## src/rtl/silly_synth_pkg.sv

```systemverilog
// rtl/silly_synth_pkg.sv - keypad bit layout, song entry format and sequencer states
// Keypad vector: {oct_up[16], oct_down[15], mode[14], goof[13], keys[12:0]}.
// Song entry: {code[3:0], len[3:0]}; len=0 terminates the song.
package silly_synth_pkg;

    localparam int KP_WIDTH    = 17;
    localparam int KP_OCT_UP   = 16;
    localparam int KP_OCT_DOWN = 15;
    localparam int KP_MODE     = 14;
    localparam int KP_GOOF     = 13;
    localparam int KP_KEY0     = 0;

    typedef enum logic [3:0] {
        CODE_GOOF   = 4'd13,
        CODE_OCT_UP = 4'd14,
        CODE_REST   = 4'd15
    } code_e;

    typedef struct packed {
        logic [3:0] code;
        logic [3:0] len;
    } song_entry_t;

    typedef enum logic [2:0] {
        IDLE,
        LOAD,
        PRESS,
        GAP,
        DONE
    } state_e;

    // The song table can never press oct_down or mode; masking keeps that guaranteed.
    localparam logic [KP_WIDTH-1:0] KP_AUTOPLAY_MASK =
        ~((KP_WIDTH'(1) << KP_OCT_DOWN) | (KP_WIDTH'(1) << KP_MODE));

    // Entry code -> one-hot keypad vector (all zero for a rest).
    function automatic logic [KP_WIDTH-1:0] code_to_keypad(input logic [3:0] code);
        logic [KP_WIDTH-1:0] kp;
        kp = '0;
        if (code == CODE_GOOF) begin
            kp = KP_WIDTH'(1) << KP_GOOF;
        end else if (code == CODE_OCT_UP) begin
            kp = KP_WIDTH'(1) << KP_OCT_UP;
        end else if (code != CODE_REST) begin
            kp = (KP_WIDTH'(1) << KP_KEY0) << code;
        end
        return kp & KP_AUTOPLAY_MASK;
    endfunction

endpackage

```

## src/rtl/autoplay_sequencer_if.sv

```systemverilog
// rtl/autoplay_sequencer_if.sv - control/keypad bundle between sequencer and top level
// master: sequencer side (receives start/stop/loop_en, drives keypad/busy/done/note_idx)
// slave : controller side
interface autoplay_sequencer_if
    import silly_synth_pkg::*;
#(
    parameter int DEPTH = 64
) ();

    logic                     start;
    logic                     stop;
    logic                     loop_en;
    logic [KP_WIDTH-1:0]      keypad;
    logic                     busy;
    logic                     done;
    logic [$clog2(DEPTH)-1:0] note_idx;

    modport master (
        input  start, stop, loop_en,
        output keypad, busy, done, note_idx
    );

    modport slave (
        output start, stop, loop_en,
        input  keypad, busy, done, note_idx
    );

endinterface

```

## src/rtl/note_player_rom.sv

```systemverilog
// rtl/note_player_rom.sv - combinational song table, address -> song entry
// i_addr  : table index
// o_entry : {code, len}; len=0 is the terminator
module note_player_rom
    import silly_synth_pkg::*;
#(
    parameter int DEPTH = 64,
    parameter int AW    = $clog2(DEPTH)
) (
    input  logic [AW-1:0] i_addr,
    output song_entry_t   o_entry
);

    // Hex digits read {code, len}.
    always_comb begin
        o_entry = '0;
        case (int'(i_addr))
            0:  o_entry = 8'h02;
            1:  o_entry = 8'h42;
            2:  o_entry = 8'h72;
            3:  o_entry = 8'hF1;
            4:  o_entry = 8'hC1;
            5:  o_entry = 8'hD1;
            6:  o_entry = 8'hE1;
            7:  o_entry = 8'h11;
            8:  o_entry = 8'h22;
            9:  o_entry = 8'h31;
            10: o_entry = 8'h51;
            11: o_entry = 8'h61;
            12: o_entry = 8'h82;
            13: o_entry = 8'h91;
            14: o_entry = 8'hA1;
            15: o_entry = 8'hB1;
            16: o_entry = 8'h01;
            17: o_entry = 8'h21;
            18: o_entry = 8'h41;
            19: o_entry = 8'hF1;
            20: o_entry = 8'h73;
            21: o_entry = 8'h51;
            22: o_entry = 8'h31;
            23: o_entry = 8'h11;
            24: o_entry = 8'hC2;
            25: o_entry = 8'hD1;
            26: o_entry = 8'hE1;
            27: o_entry = 8'h02;
            28: o_entry = 8'h41;
            29: o_entry = 8'h71;
            30: o_entry = 8'hF1;
            31: o_entry = 8'h04;
            default: o_entry = '0;
        endcase
    end

endmodule

```

## src/rtl/autoplay_sequencer.sv

```systemverilog
// rtl/autoplay_sequencer.sv - plays the song table as timed keypad presses
// clk  : system clock
// nrst : synchronous active-low reset
// bus  : master side of autoplay_sequencer_if
//        start/stop pulses, loop_en level in; keypad, busy, done pulse, note_idx out
module autoplay_sequencer
    import silly_synth_pkg::*;
#(
    parameter int BEAT_CYCLES = 2_500_000,
    parameter int GAP_CYCLES  = 50_000,
    parameter int DEPTH       = 64
) (
    input  logic                 clk,
    input  logic                 nrst,
    autoplay_sequencer_if.master bus
);

    localparam int AW = $clog2(DEPTH);
    localparam int CW = $clog2(15 * BEAT_CYCLES + 1);

    if (GAP_CYCLES < 1 || GAP_CYCLES >= BEAT_CYCLES) begin : g_bad_gap
        $error("autoplay_sequencer: need 1 <= GAP_CYCLES < BEAT_CYCLES");
    end

    state_e              r_state;
    logic [KP_WIDTH-1:0] r_keypad;
    logic                r_busy;
    logic                r_done;
    logic [AW-1:0]       r_note_idx;
    logic [CW-1:0]       r_cnt;
    logic                r_wrap;   // index rolled past DEPTH-1: next LOAD acts as terminator

    song_entry_t         w_entry;
    logic [CW-1:0]       w_press_cycles;

    note_player_rom #(
        .DEPTH (DEPTH),
        .AW    (AW)
    ) u_rom (
        .i_addr  (r_note_idx),
        .o_entry (w_entry)
    );

    // Press time leaves room for the release gap so the whole note spans len beats.
    assign w_press_cycles = CW'(w_entry.len) * CW'(BEAT_CYCLES) - CW'(GAP_CYCLES);

    always_ff @(posedge clk) begin
        if (!nrst) begin
            r_state    <= IDLE;
            r_keypad   <= '0;
            r_busy     <= 1'b0;
            r_done     <= 1'b0;
            r_note_idx <= '0;
            r_cnt      <= '0;
            r_wrap     <= 1'b0;
        end else if (bus.stop) begin
            // Abort wins over any start; note_idx is left where playback stopped.
            r_state  <= IDLE;
            r_keypad <= '0;
            r_busy   <= 1'b0;
            r_done   <= 1'b0;
            r_cnt    <= '0;
            r_wrap   <= 1'b0;
        end else begin
            r_done <= 1'b0;
            case (r_state)
                IDLE: begin
                    if (bus.start) begin
                        r_state    <= LOAD;
                        r_note_idx <= '0;
                        r_busy     <= 1'b1;
                        r_wrap     <= 1'b0;
                    end
                end
                LOAD: begin
                    if (w_entry.len != 4'd0 && !r_wrap) begin
                        r_state  <= PRESS;
                        r_keypad <= code_to_keypad(w_entry.code);
                        r_cnt    <= w_press_cycles;
                    end else if (bus.loop_en && (r_note_idx != '0 || r_wrap)) begin
                        // Spend one more LOAD cycle so entry 0 is read fresh.
                        r_note_idx <= '0;
                        r_wrap     <= 1'b0;
                    end else begin
                        r_state <= DONE;
                        r_done  <= 1'b1;
                        r_busy  <= 1'b0;
                        r_wrap  <= 1'b0;
                    end
                end
                PRESS: begin
                    if (r_cnt == CW'(1)) begin
                        r_state  <= GAP;
                        r_keypad <= '0;
                        r_cnt    <= CW'(GAP_CYCLES);
                    end else begin
                        r_cnt <= r_cnt - CW'(1);
                    end
                end
                GAP: begin
                    if (r_cnt == CW'(1)) begin
                        r_state <= LOAD;
                        r_cnt   <= '0;
                        if (r_note_idx == AW'(DEPTH - 1)) begin
                            r_note_idx <= '0;
                            r_wrap     <= 1'b1;
                        end else begin
                            r_note_idx <= r_note_idx + AW'(1);
                        end
                    end else begin
                        r_cnt <= r_cnt - CW'(1);
                    end
                end
                DONE: begin
                    r_state <= IDLE;
                end
                default: begin
                    r_state <= IDLE;
                end
            endcase
        end
    end

    assign bus.keypad   = r_keypad;
    assign bus.busy     = r_busy;
    assign bus.done     = r_done;
    assign bus.note_idx = r_note_idx;

endmodule

```

## src/flat_wrapper.sv

```systemverilog
// flat-port wrapper written by rule: the top's interface ports become plain ports
module autoplay_sequencer_flat import silly_synth_pkg::*;
#(
    parameter int BEAT_CYCLES = 2_500_000,
    parameter int GAP_CYCLES  = 50_000,
    parameter int DEPTH       = 64
)
  (clk, nrst, bus_start, bus_stop, bus_loop_en, bus_keypad, bus_busy, bus_done, bus_note_idx);
  autoplay_sequencer_if #(.DEPTH(DEPTH)) bus_i ();
  input  logic clk;
  input  logic nrst;
  input wire logic [$bits(bus_i.start)-1:0] bus_start;
  input wire logic [$bits(bus_i.stop)-1:0] bus_stop;
  input wire logic [$bits(bus_i.loop_en)-1:0] bus_loop_en;
  output wire logic [$bits(bus_i.keypad)-1:0] bus_keypad;
  output wire logic [$bits(bus_i.busy)-1:0] bus_busy;
  output wire logic [$bits(bus_i.done)-1:0] bus_done;
  output wire logic [$bits(bus_i.note_idx)-1:0] bus_note_idx;
  assign bus_i.start = bus_start;
  assign bus_i.stop = bus_stop;
  assign bus_i.loop_en = bus_loop_en;
  assign bus_keypad = bus_i.keypad;
  assign bus_busy = bus_i.busy;
  assign bus_done = bus_i.done;
  assign bus_note_idx = bus_i.note_idx;
  autoplay_sequencer #(.BEAT_CYCLES(BEAT_CYCLES), .GAP_CYCLES(GAP_CYCLES), .DEPTH(DEPTH)) u_core (.clk(clk), .nrst(nrst), .bus(bus_i));
endmodule
```

## config.mk

```make
export PLATFORM = sky130hd
export DESIGN_NAME = autoplay_sequencer_flat
export DESIGN_NICKNAME = d
export VERILOG_FILES = /design/src/rtl/silly_synth_pkg.sv /design/src/rtl/autoplay_sequencer_if.sv /design/src/rtl/note_player_rom.sv /design/src/rtl/autoplay_sequencer.sv /design/src/flat_wrapper.sv
export SDC_FILE = /design/constraint.sdc
export NUM_CORES = 1
export LEC_CHECK = 0
export BUFFER_PORTS_ARGS = -buffer_cell sky130_fd_sc_hd__buf_2
export CORE_MARGIN = 1.5
export CORE_UTILIZATION = 24
export CTS_CLUSTER_SIZE = 20
export DETAILED_ROUTE_END_ITERATION = 12
export GPL_TIMING_DRIVEN = 0
export PLACE_DENSITY_LB_ADDON = 0.3
export SETUP_SLACK_MARGIN = 0.4
export SLEW_MARGIN = 0
export SYNTH_ARGS = -nofsm -noshare
export SYNTH_HDL_FRONTEND = slang
export SYNTH_SLANG_ARGS = --single-unit
```

## constraint.sdc

```tcl
create_clock -name clk -period 4.63 [get_ports clk]
set_clock_uncertainty 0.05 [all_clocks]
set_input_delay 0.463 -clock clk [delete_from_list [all_inputs] [get_ports clk]]
set_output_delay 0.463 -clock clk [all_outputs]
set_load 0.01 [all_outputs]
```

== Word-level counts from Yosys, hierarchy flattened ==
Memories as Yosys holds them, arrays and structs flattened. A register that Yosys moved wholly into a read port is not among the register bits.
Cells that the tools add are included.
Cells by class
  add/subtract/negate cells: 3
  multiply operators: 1
  eq/ne operators: 17
  shift-type cells: 1
  mux-type cells: 35
  bitwise operators: 3
  reductions and logical operators: 19
Operators with widths (count)
  17-bit two-way mux: 5
  26-bit two-way mux: 3
  26-bit case mux with 3 select lines: 1
  17-bit case mux with 2 select lines: 1
  6-bit two-way mux: 5
  26-bit by 1-bit equality test with 1-bit output (second input constant): 1
  26-bit by 1-bit subtractor with 26-bit output (second input constant): 1
  26-bit by 16-bit subtractor with 26-bit output (second input constant): 1
  4-bit by 17-bit multiplier with 21-bit output (second input constant): 1
  6-bit case mux with 3 select lines: 1
  1-bit by 4-bit << shifter with 17-bit output (first input constant): 1
  3-bit two-way mux: 5
  3-bit case mux with 4 select lines: 1
  5-bit two-way mux: 2
  2-bit by 1-bit inequality test with 1-bit output (second input constant): 5
  4-bit equality test (second input constant): 2
  1-bit two-way mux: 8
  8-bit two-way mux: 1
  4-bit AND reduction: 2
  6-bit by 1-bit adder with 6-bit output (second input constant): 1
  3-bit by 2-bit equality test with 1-bit output (second input constant): 2
  6-bit equality test (second input constant): 1
  2-bit inequality test (second input constant): 3
  6-bit AND reduction: 1
  19 further kinds: 24
Storage, ports and cells
  register bits after elaboration: 55
  memory bits (read-only): 224
  input port bits: 5
  logic and storage cells: 87
  memories kept: 1
Memories
  (no name shown): depth 32, bits a word 7, rd ports 1, clocked after Yosys merged registers in 1, write ports 0, line note_player_rom.sv:17  | case (int'(i_addr))

== Depth between registers and ports, before layout ==
  word-level depth: 8
  depth in mapped cells: 17
  mapped depth without buffers: 16

== By module ==
From an unflattened synthesis, not the netlist that was laid out.
Second synthesis, totals
  cells, all modules: 633
  area, all modules: 4747.1 µm²
By module, submodules not included
  autoplay_sequencer: instances 1, cells each 571, area each 4296.6 µm², seq. area each 1061.0 µm²
  note_player_rom: instances 1, cells each 62, area each 450.4 µm², seq. area each 0.0 µm²

== Worst setup path after synthesis ==
OpenSTA, ideal clock, no wires.
  kind: register -> register
  from: register u_core.r_note_idx[5], in the netlist u_core.bus.note_idx[5]
  to: register (tool-made name)
  library setup time: 0.116 ns
  arrival time: 3.621 ns
  setup slack: 0.843 ns
  cell stages (with the launch flop): 18
  clock period less this slack: 3.787 ns
  path through: dfxtp_1 -> nor2b_1 -> buf_2 -> inv_1 -> ha_1 -> a2111oi_1 -> nor3_1 -> nand3_4 -> mux2_2 -> and2_1 -> inv_1 -> ha_1 -> nand2_1 -> nor2_1 -> o21a_1 -> a211oi_1 -> a31oi_1 -> a31o_1
RTL lines
  start, declared: line autoplay_sequencer.sv:29  | logic [AW-1:0] r_note_idx;
  start signal, assigned: line autoplay_sequencer.sv:108  | r_note_idx <= r_note_idx + AW'(1);

==> qor.csv <==
metric,value,unit
clkSlewWorstSetupHoldPaths,0.05,ns
n_antenna_cell,0,
drt_first_pass_iters,9,
post-route-period-util,0.857,
ys_ff_latch,60,
antenna_found_initial,0,
ys_types,77,
final-seq-area,1200,µm²
dp_hpwl,10300,µm
cts_sinks,60,
swShare,0.266,
die_y,140,µm
comb_power_share,0.119,
gp_congestion,0.843,
initial_utilization,0.248,
final_nets,667,
tns,0,ns
htreeDepth,3,
clock_latency,0.35,ns
async_reset_ff_frac,0,
worstPathCellList,nor2b_1 > clkbuf_4 > inv_1 > ha_1 > a2111oi_4 > nor3_2 > nand3_4 > mux2_2 > and2_1 > inv_1 > ha_1 > nand2_1 > nor2_1 > o21a_1 > a211oi_1 > a31oi_1 > a31o_1,
grt_start_max_net_pins,12,
worst_hold_path.num_cells,2,
clkPwrFrac,0.498,
crit_arrival,4.16,ns
ff2ff_path_depth,17,
final_cells,869,
rows,49,
synth_edf_count,0,
drt-total-wl,13800,µm
violations,design-rule violations,
grt.overflow.total,0,
root_buffer,clkbuf_16,
slew_headroom,0.0962,
area_growth,17.6,%
coreArea,18200,µm²
intPower,1020,µW
viasPerCell,5.16,
seqPwrFrac,0.383,
status,"complete, but fails checks",
maxSlewViolCount,0,
ys_top_cells_by_count,"nor2_1 (68), dfxtp_1 (60), a21oi_1 (50), nand2_1 (41), o21ai_0 (40)",
yosys.area.top_type,dfxtp_1,
cp.depth,17,
worstPathBufferInverterCount,3,
wire_per_inst,15.9,µm
synth.top_cell.area_share,0.266,
cts_buffers,9,
die_area,19600,µm²
clock.fmax,252,MHz
synth_seq_area_share,0.266,
synthesis.area,4510,µm²
ant_nets,0,
grt_pass1_vias,4200,
ios,30,
place_inst,851,
critPathLaunchType,flop,
clk_path_buf_depth,2,
slowest_delay,0.41,ns
grt_pass1_wl,22800,µm
synth.avg_cell_area,7.60,µm²
die_w,140,µm
yosysWarningCount,0,
min_path_type,flop to flop,
yosysMostFrequentCell,nor2_1,
nFillCells,1973,
end_kind,flop,
grtUsageTotal,0.147,
drc_errors,1,
switching_power,369,µW
syn_inst,594,
grt_setup_unrepaired,no,
setup_viol,0,
vdd_ir_drop_max,0.165,mV
route.vias.total,4480,
critPathKind,flop to flop,
port-buffer-count,27,
cp_slowest_cell,mux2_2,
crit_family,compound AO/OA/AOI/OAI gates,
required,4.82,ns
multi_input_area,3090,µm²
cts_tree,done,
power_leakage,0.00208,µW
drive_gt1_frac,0.133,
worstPathMaxFanout,11,
period_needed,3.97,ns
hold_violations,0,
ctsHoldBuffers,0,
synth_area_leaders,"dfxtp_1 (27%), ha_1 (6.9%), nor2_1 (5.7%)",
tightest_slew,1.35,ns
power_density,261,nW/µm²
ys.flop_type,dfxtp_1,
max_cap_violations,0,
dr.first_iter.drc_count,369,
-- final timing paths --
check,start,to,slack [ns]
worst max-delay path,u_core.bus.note_idx[5],flop,0.66
worst min-delay path,u_core.bus.keypad[6],u_core.bus.keypad[6],0.43
worst max register to register,u_core.bus.note_idx[5],flop,0.66
worst min register to register,u_core.bus.keypad[6],u_core.bus.keypad[6],0.43
-- power by group through the flow --
stage,clock network [µW],logic [µW],registers [µW]
floorplan,0,117,540
global placement,0,160,542
detailed placement,0,159,541
CTS,706,161,530
global route,727,182,532
finish,692,165,531
-- cell type report --
| type | count | area share |
|---|---|---|
| multi-input cells | 474 | 0.582 |
| flip-flops and latches | 60 | 0.226 |
| well taps | 229 | 0.0540 |
| clock buffers | 11 | 0.0476 |
| plain buffers | 34 | 0.0321 |
| repair buffers | 30 | 0.0297 |
| inverters | 27 | 0.0191 |
| clock inverters | 4 | 0.00919 |
-- worst min-delay path, cell delays in order (launching register included) --
cell	delay [ns]
dfxtp_1	0.31
a21oi_1	0.06
nor2_1	0.07
-- per-layer routing --
metal  global-route usage  vias up  part of all wire
li1                     -     2248                 -
met1                0.195     2096              0.47
met2                0.237      121              0.47
met3               0.0297       15             0.050
met4               0.0465        0            0.0086
met5                    0        -                 0
-- through the flow --
| step | utilization | worst slack [ns] | instance area, µm² | hold slack (ns) | power (µW) |
|---|---|---|---|---|---|
| 3_5_place_dp | 0.271 | 0.302 | 4940 | 0.425 | 701 |
| 4_1_cts | 0.288 | 0.418 | 5250 | 0.436 | 1400 |
| 2_1_floorplan | - | 0.843 | 4520 | 0.425 | 658 |
| 6_report | 0.292 | 0.661 | 5310 | 0.431 | 1390 |
| 5_1_grt | 0.292 | 0.403 | 5310 | 0.468 | 1440 |
| 3_3_place_gp | 0.271 | 0.265 | 4940 | 0.417 | 702 |
-- cell usage in the layout, fill, tap and decap left out, types with 7 or more instances in the layout --
master,instances
a211oi_1,9
nand2b_1,8
clkbuf_1,22
o21ai_0,38
ha_1,24
a21oi_1,50
nor2_1,68
buf_2,31
dfxtp_1,60
xor2_1,12
mux2i_1,8
clkbuf_16,9
nand3_1,12
a31oi_1,11
inv_1,26
nor3_1,38
nor4_1,7
or3_1,8
and3_1,7
nor3b_1,7
nor2b_1,10
nand2_1,41
-- what timing repair did --
action / CTS / global route
buffers inserted: 0 / 3
setup endpoints to repair: 2 / 7
pin swaps: 0 / 2
resized for setup: 2 / 9
-- kinds of logic after synthesis --
logic type / share of synthesized area
buf+inv: 0.0596
fa+ha+maj: 0.0737
compound gates: 0.248
other cells: 0.000831
xor+xnor: 0.0405
flops: 0.266
simple gates: 0.286
mux: 0.0252
No activity file was read; power rests on OpenSTA's default activity.
